`config.mk`:
```
export PLATFORM = sky130hd
export DESIGN_NAME = cnn_layer_sequencer_flat
export DESIGN_NICKNAME = d
export VERILOG_FILES = /design/src/rtl/cnn_layer_sequencer_if.sv /design/src/rtl/cnn_layer_sequencer.sv /design/src/flat_wrapper.sv
export SDC_FILE = /design/constraint.sdc
export NUM_CORES = 1
export LEC_CHECK = 0
export CAP_MARGIN = 10
export CORE_MARGIN = 2
export CORE_UTILIZATION = 45
export DETAILED_ROUTE_END_ITERATION = 7
export PLACE_DENSITY = 0.66
export SLEW_MARGIN = 20
export SYNTH_ARGS = -nofsm -noshare
export SYNTH_HDL_FRONTEND = slang
export SYNTH_SLANG_ARGS = --single-unit
```
`constraint.sdc`:
```
create_clock -name clk -period 3.04 [get_ports clk]
set_input_delay 0.456 -clock clk [delete_from_list [all_inputs] [get_ports clk]]
set_output_delay 0.456 -clock clk [all_outputs]
set_load 0.05 [all_outputs]
```
`src/rtl/cnn_layer_sequencer_if.sv`:
```
// cnn_layer_sequencer_if: Avalon-MM register bus and interrupt line between the HPS and the sequencer.
interface cnn_layer_sequencer_if;
  logic        chipselect, write, read;
  logic [2:0]  address;
  logic [15:0] writedata, readdata;
  logic        irq;
  modport master (output chipselect, write, read, address, writedata, input readdata, irq);
  modport slave  (input chipselect, write, read, address, writedata, output readdata, irq);
endinterface

```
`src/rtl/cnn_layer_sequencer.sv`:
```
// cnn_layer_sequencer: steps the CNN controller through layer codes 1..NUM_LAYERS and reports result, cycles and irq.
module cnn_layer_sequencer #(
  parameter logic [15:0] TIMEOUT_RST = 16'hFFFF,
  parameter int          NUM_LAYERS  = 6
) (
  input  logic                  clk,
  input  logic                  reset,
  cnn_layer_sequencer_if.slave  bus,
  output logic [7:0]            state,
  input  logic [7:0]            done,
  input  logic [3:0]            fc_class
);
  typedef enum logic [2:0] {S_IDLE, S_ISSUE, S_WAIT, S_FINISH, S_ERROR} st_t;
  localparam logic [2:0] LAST = 3'(NUM_LAYERS);
  st_t         st_q, st_d;
  logic [2:0]  layer_q, layer_d;
  logic [7:0]  state_q, state_d;
  logic [15:0] tmo_q, tmo_d, limit_q, limit_d, rdata_q, rdata_d, rmux;
  logic [31:0] cyc_q, cyc_d;
  logic [3:0]  class_q, class_d;
  logic        irq_en_q, irq_en_d, fin_q, fin_d, terr_q, terr_d, valid_q, valid_d, irq_q, irq_d;
  logic        wr, ctrl_wr, abort, start, ack, busy;
  assign wr      = bus.chipselect & bus.write;
  assign ctrl_wr = wr & (bus.address == 3'd0);
  assign abort   = ctrl_wr & bus.writedata[1];
  assign start   = ctrl_wr & bus.writedata[0] & ~bus.writedata[1];
  assign ack     = wr & (bus.address == 3'd6);
  assign busy    = st_q != S_IDLE;
  assign state        = state_q;
  assign bus.readdata = rdata_q;
  assign bus.irq      = irq_q;
  always_comb begin
    rmux = 16'h0;
    case (bus.address)
      3'd1: rmux = {9'h0, busy ? layer_q : 3'd0, 1'b0, terr_q, fin_q, busy};
      3'd2: rmux = {valid_q, 11'h0, class_q};
      3'd3: rmux = cyc_q[15:0];
      3'd4: rmux = cyc_q[31:16];
      3'd5: rmux = limit_q;
      default: rmux = 16'h0;
    endcase
  end
  // Status sets from FINISH/ERROR are applied after the ack clear so a coincident set wins.
  always_comb begin
    st_d     = st_q;
    layer_d  = layer_q;
    state_d  = state_q;
    tmo_d    = tmo_q;
    cyc_d    = (busy && cyc_q != 32'hFFFF_FFFF) ? cyc_q + 32'd1 : cyc_q;
    class_d  = class_q;
    valid_d  = valid_q;
    fin_d    = ack ? 1'b0 : fin_q;
    terr_d   = ack ? 1'b0 : terr_q;
    irq_d    = ack ? 1'b0 : irq_q;
    irq_en_d = ctrl_wr ? bus.writedata[2] : irq_en_q;
    limit_d  = (wr && bus.address == 3'd5) ? bus.writedata : limit_q;
    rdata_d  = (bus.chipselect & bus.read) ? rmux : rdata_q;
    if (abort && busy) begin
      st_d    = S_IDLE;
      state_d = 8'h0;
    end else begin
      case (st_q)
        S_IDLE: if (start) begin
          st_d    = S_ISSUE;
          layer_d = 3'd1;
          cyc_d   = 32'h0;
          valid_d = 1'b0;
          fin_d   = 1'b0;
          terr_d  = 1'b0;
        end
        S_ISSUE: begin
          state_d = {5'h0, layer_q};
          tmo_d   = 16'h0;
          st_d    = S_WAIT;
        end
        S_WAIT: begin
          if (tmo_q == limit_q) st_d = S_ERROR;
          else if (done == {5'h0, layer_q}) begin
            st_d    = (layer_q == LAST) ? S_FINISH : S_ISSUE;
            layer_d = (layer_q == LAST) ? layer_q : layer_q + 3'd1;
          end else tmo_d = tmo_q + 16'd1;
        end
        S_FINISH: begin
          class_d = fc_class;
          valid_d = 1'b1;
          fin_d   = 1'b1;
          irq_d   = irq_en_q | irq_d;
          state_d = 8'h0;
          st_d    = S_IDLE;
        end
        S_ERROR: begin
          terr_d  = 1'b1;
          irq_d   = irq_en_q | irq_d;
          state_d = 8'h0;
          st_d    = S_IDLE;
        end
        default: st_d = S_IDLE;
      endcase
    end
  end
  always_ff @(posedge clk) begin
    if (reset) begin
      st_q     <= S_IDLE;
      layer_q  <= 3'd0;
      state_q  <= 8'h0;
      tmo_q    <= 16'h0;
      limit_q  <= TIMEOUT_RST;
      rdata_q  <= 16'h0;
      cyc_q    <= 32'h0;
      class_q  <= 4'h0;
      valid_q  <= 1'b0;
      fin_q    <= 1'b0;
      terr_q   <= 1'b0;
      irq_q    <= 1'b0;
      irq_en_q <= 1'b0;
    end else begin
      st_q     <= st_d;
      layer_q  <= layer_d;
      state_q  <= state_d;
      tmo_q    <= tmo_d;
      limit_q  <= limit_d;
      rdata_q  <= rdata_d;
      cyc_q    <= cyc_d;
      class_q  <= class_d;
      valid_q  <= valid_d;
      fin_q    <= fin_d;
      terr_q   <= terr_d;
      irq_q    <= irq_d;
      irq_en_q <= irq_en_d;
    end
  end
endmodule

```
`src/flat_wrapper.sv`:
```
// flat-port wrapper written by rule: the top's interface ports become plain ports
module cnn_layer_sequencer_flat 
#(
  parameter logic [15:0] TIMEOUT_RST = 16'hFFFF,
  parameter int          NUM_LAYERS  = 6
)
  (clk, reset, state, done, fc_class, bus_chipselect, bus_write, bus_read, bus_address, bus_writedata, bus_readdata, bus_irq);
  cnn_layer_sequencer_if bus_i ();
  input  logic clk;
  input  logic reset;
  output logic [7:0] state;
  input  logic [7:0] done;
  input  logic [3:0] fc_class;
  input wire logic [$bits(bus_i.chipselect)-1:0] bus_chipselect;
  input wire logic [$bits(bus_i.write)-1:0] bus_write;
  input wire logic [$bits(bus_i.read)-1:0] bus_read;
  input wire logic [$bits(bus_i.address)-1:0] bus_address;
  input wire logic [$bits(bus_i.writedata)-1:0] bus_writedata;
  output wire logic [$bits(bus_i.readdata)-1:0] bus_readdata;
  output wire logic [$bits(bus_i.irq)-1:0] bus_irq;
  assign bus_i.chipselect = bus_chipselect;
  assign bus_i.write = bus_write;
  assign bus_i.read = bus_read;
  assign bus_i.address = bus_address;
  assign bus_i.writedata = bus_writedata;
  assign bus_readdata = bus_i.readdata;
  assign bus_irq = bus_i.irq;
  cnn_layer_sequencer #(.TIMEOUT_RST(TIMEOUT_RST), .NUM_LAYERS(NUM_LAYERS)) u_core (.clk(clk), .reset(reset), .bus(bus_i), .state(state), .done(done), .fc_class(fc_class));
endmodule
```
; Word-level counts from Yosys, hierarchy flattened
; Cells that the tools add are included.
[classes]
add_sub_neg = 3
n_eq_ne = 20
mux = 32
n_bitwise = 10
reduce_logical = 17
[op_table]
columns = op, count
row1 = 32-bit two-way mux, 4
row2 = 16-bit one-hot mux with 5 select lines, 1
row3 = "32-bit by 1-bit adder with 32-bit output, second input constant", 1
row4 = 16-bit two-way mux, 2
row5 = "32-bit != test, second input constant", 1
row6 = 16-bit one-hot mux with 2 select lines, 1
row7 = 3-bit two-way mux, 7
row8 = "16-bit by 1-bit adder with 16-bit output, second input constant", 1
row9 = 16-bit == test, 1
row10 = 8-bit one-hot mux with 2 select lines, 1
row11 = "3-bit == test, second input constant", 5
row12 = "3-bit by 2-bit == test with 1-bit output, second input constant", 4
row13 = 1-bit two-way mux, 10
row14 = 3-bit one-hot mux with 3 select lines, 1
row15 = 8-bit by 3-bit == test with 1-bit output, 1
row16 = 2-bit nonzero test, 4
row17 = 1-bit bitwise AND, 7
row18 = "3-bit by 1-bit == test with 1-bit output, second input constant", 2
row19 = 3-bit logical NOT, 2
row20 = "2-bit != test, second input constant", 3
row21 = 1-bit one-hot mux with 2 select lines, 3
row22 = 3-bit one-hot mux with 2 select lines, 1
row23 = 6-bit AND reduction, 1
row24 = "2-bit by 1-bit != test with 1-bit output, second input constant", 2
row25 = other kinds (11), 16
[word_totals]
ff_bits = 103
input_bits = 36
elab_cells = 95

; Logic depth before layout (Yosys ltp)
[depth]
depth_word = 7
depth_mapped = 8
depth_no_buf = 7

; Least setup slack after synthesis
; OpenSTA, ideal clock, no wires.
[synth_timing]
path_type = input -> register
from = input port done[5]
to = register u_core.layer_q[0]
setup_ns = 0.115
t_arrival_ns = 2.102
required_ns = 2.925
setup_slack_ns = 0.823
cell_stages = 6
path_buffers = 0
path_cell_list = or4_1 nor2_1 nand3_1 nor4b_1 a31oi_1 o21a_1
[synth_via]
elab_chain_cells = 3
[synth_lines]
columns = element, line
row1 = from (decl), flat_wrapper.sv:12  ; input logic [7:0] done;
row2 = 8-bit by 3-bit == test with 1-bit output, cnn_layer_sequencer.sv:78  ; else if (done == {5'h0, layer_q}) begin
row3 = 2-bit by 1-bit != test with 1-bit output (no source line), --
row4 = 6-bit AND reduction (no source line), --
row5 = to (signal assigned), cnn_layer_sequencer.sv:118  ; layer_q <= layer_d;
row6 = to (decl), cnn_layer_sequencer.sv:16  ; logic [2:0] layer_q, layer_d;
; No other way between the ends.
; A chain may end at the register's enable or synchronous reset.

; Worst setup path after layout
[layout_timing]
from = input port done[5]
to = register u_core.tmo_q[4]
[layout_via]
elab_chain_cells = 3
[layout_lines]
columns = element, line
row1 = 8-bit by 3-bit == test with 1-bit output, cnn_layer_sequencer.sv:78
row2 = 2-bit != test (no source line), --
row3 = 4-bit AND reduction (no source line), --
row4 = to (signal assigned), cnn_layer_sequencer.sv:120  ; tmo_q <= tmo_d;
row5 = to (decl), cnn_layer_sequencer.sv:18  ; logic [15:0] tmo_q, tmo_d, limit_q, limit_d, rdata_q, rdata_d, rmux;
; No other way between the ends.

==> metrics <==
#FFs+latches synth 98; Max Fanout on Critical Path 8; Initial Util 0.4604; CP arrival 2.80 ns; fin nets 680; CTS clk-pin slew, worst paths 0.09 ns; fmax 392.9 MHz; DRT Wirelength 12.78 mm; share of cells above drive strength 1 0.06832; Die Span Y 109.1 um; CP endpoint kind flip-flop; Max clock buf depth 2; DRC Markers 0; P&R area growth vs syn 18.26%; max-cap violations 0; total grt overflow 0; Worst Skew 0.008998 ns; vias in the first global route 4,182; Clk pwr share 0.356; setup TNS 0 ns; P_sw 0.5620 mW; Final setup viols 0; cts hold-fix bufs 0; crit path launch type primary input; combinational power share 0.088; shortest period the worst path allows 2.545 ns; routability congestion estimate 0.8817; CP Data Required Time 3.30 ns; TritonCTS clock tree built; first-pass GRT wire length 20.76 mm; P_leak 2.010 nW; Tcrit/Tclk final 0.8373; Skew-Pair Late Insertion Delay 0.37 ns; DR iter-0 viols 278; worst relative slew slack 0.5281; Crit Path Class primary input to flip-flop; RSZ-0062 raised after global routing false; post-CTS resize count 0; Post-synth EDFFs 0; Hold WC Path Type primary input to flip-flop; met2 Usage GRT 0.3518; die area 0.01190 mm^2; Post-Synthesis Cell Area 0.004969 mm^2; Post-synth ARST share 0; # diodes 0; Num Clock Sinks 98; Avg Synthesized Cell Area 8.436 um^2; Yosys warning total 0; largest net degree at the start of global routing 45; Reg power frac 0.555; R2R cell count 6; DR vias/cell 5.694; Power Total 2.341 mW; Sw Ratio 0.2401; Die Span X 109.1 um; # H-tree levels 3; busiest layer in global routing met2; outcome completed; Port Buf Inserts 55; top_reg_cell synth dfxtp_1; Crit. Startpoint done[5]; antenna viol nets, final 0; drt first pass iters 6; met1 usage in global routing 0.3006; CTS Buf Count 9; core area 0.01079 mm^2; post-DR wirelength/cell 16.30 um; Critical R2R Launch u_core.st_q[0]; Netlist cell types 58; Worst-Margin Slew 0.7078 ns; Syn Inst Count 589; Slew Limit Fails 0; PwrDens 398.4 mW/mm^2; DR vias 4,464; Row Count 38; routing usage on met3 0.05200; antenna violations before repair 0; Worst VDD drop 0.2149 mV; hold depth 2; DPL Wire Length 9.459 mm; io pins 61; hold path start reset; post-synthesis sequential area ratio 0.3949; Final Hold Fails 0; GRT Overall Usage 0.2236; Clock Root Buffer clkbuf_8; P_int 1.779 mW; post-CTS setup buffer count 0
## cells by family (layout without fill, tap and decap cells)
| logic type | after synthesis | after routing | synth area share |
|---|---|---|---|
| other | 1 | 5 | 0.0007548 |
| xor gates and xnor gates | 49 | 49 | 0.08638 |
| and+or+nand+nor | 253 | 253 | 0.2579 |
| AOI/OAI and AO/OA | 118 | 118 | 0.1642 |
| adders and majority gates | 4 | 4 | 0.01007 |
| muxes | 24 | 24 | 0.04860 |
| DFF | 98 | 98 | 0.3949 |
| buffers and inverters | 42 | 93 | 0.03727 |
## synthesized netlist by cell type, types with 5 or more instances
cell type  count  area, um^2
nor2b_1       17       106.4
a21oi_1       27       135.1
and3_1         9       56.30
mux2i_1       23       230.2
and4_1         5       43.79
dfxtp_1       98        1962
xor2_1        45       394.1
inv_1          5       18.77
nor2_1        78       292.8
buf_4          5       37.54
nor3_1        19       95.09
or4_1          5       37.54
nand4_1       18       112.6
nor4_1         6       37.54
clkbuf_1      28       105.1
o21ai_0       23       115.1
nand2_1       43       161.4
a211o_1       16       140.1
or3_1          8       50.05
a31oi_1        8       50.05
a22oi_1       15       112.6
nand3_1       23       115.1
## power groups by stage
| stage | registers [mW] | logic (mW) | clock network [mW] |
|---|---|---|---|
| CTS | 1.30 | 0.207 | 0.860 |
| floorplan | 1.34 | 0.105 | 0 |
| finish | 1.30 | 0.207 | 0.834 |
| global route | 1.30 | 0.222 | 0.908 |
| detailed placement | 1.33 | 0.206 | 0 |
| global placement | 1.33 | 0.205 | 0 |
## per-layer routing
layer	up-vias	wire length, um
met4	0	240
met5	-	0
met2	113	5872
met3	19	735
met1	2121	5932
li1	2211	-
## flip-flops by register name, summed over array words and instances (netlist names)
| signal | flops |
|---|---|
| u_core.cyc_q | 32 |
| u_core.bus.readdata | 16 |
| u_core.limit_q | 16 |
| u_core.tmo_q | 16 |
| u_core.class_q | 4 |
| u_core.layer_q | 3 |
| u_core.st_q | 3 |
| u_core.state | 3 |
| u_core.bus.irq | 1 |
| u_core.fin_q | 1 |
| u_core.irq_en_q | 1 |
| u_core.terr_q | 1 |
| u_core.valid_q | 1 |
## critical path, cell delays in order
cell	delay, ns
clkdlybuf4s50_1	0.39
or4_1	0.51
nor2_1	0.39
a21oi_2	0.22
a21boi_2	0.37
nor3_1	0.08
a2111oi_0	0.38
## cell usage in the layout, fill, tap and decap left out, types with 8 or more instances in the layout
cell type,n
nand2_1,43
dfxtp_1,98
a31oi_1,8
a21oi_1,27
or3_1,8
o21ai_0,23
nand3_1,23
nor2_1,78
a211o_1,16
a22oi_1,15
nand4_1,18
xor2_1,45
and3_1,9
nor2b_1,17
buf_4,17
nor3_1,19
mux2i_1,23
clkbuf_8,10
clkdlybuf4s50_1,54
## path summary, 6_finish.rpt
check / endpoint / slack [ns]
max: u_core.tmo_q[4] / 0.49
max reg2reg: u_core.tmo_q[15] / 0.53
min: u_core.state[0] / 0.40
min reg2reg: u_core.bus.readdata[0] / 0.47
## through the flow
stage / util / worst slack, ns / cell area, um^2 / std cells / hold WS (ns)
floorplan: - / 0.8234 / 4984 / 593 / 0.4429
global placement: 0.5272 / 0.2947 / 5690 / 769 / 0.4531
detailed placement: 0.5272 / 0.1383 / 5690 / 769 / 0.4567
CTS: 0.5444 / 0.5176 / 5876 / 784 / 0.3698
global route: 0.5444 / 0.3492 / 5876 / 784 / 0.3931
finish: 0.5444 / 0.4947 / 5876 / 784 / 0.3955
## area by class of cell
type	instances	area, um^2
fill	1016	4917
multi-input combinational	453	2841
sequential	98	1962
timing repair buffer	73	693.2
tap	140	175.2
clock buffer	12	145.1
clock inverter	3	40.04
inverter	5	18.77
Power figures use the tool's default switching activity.
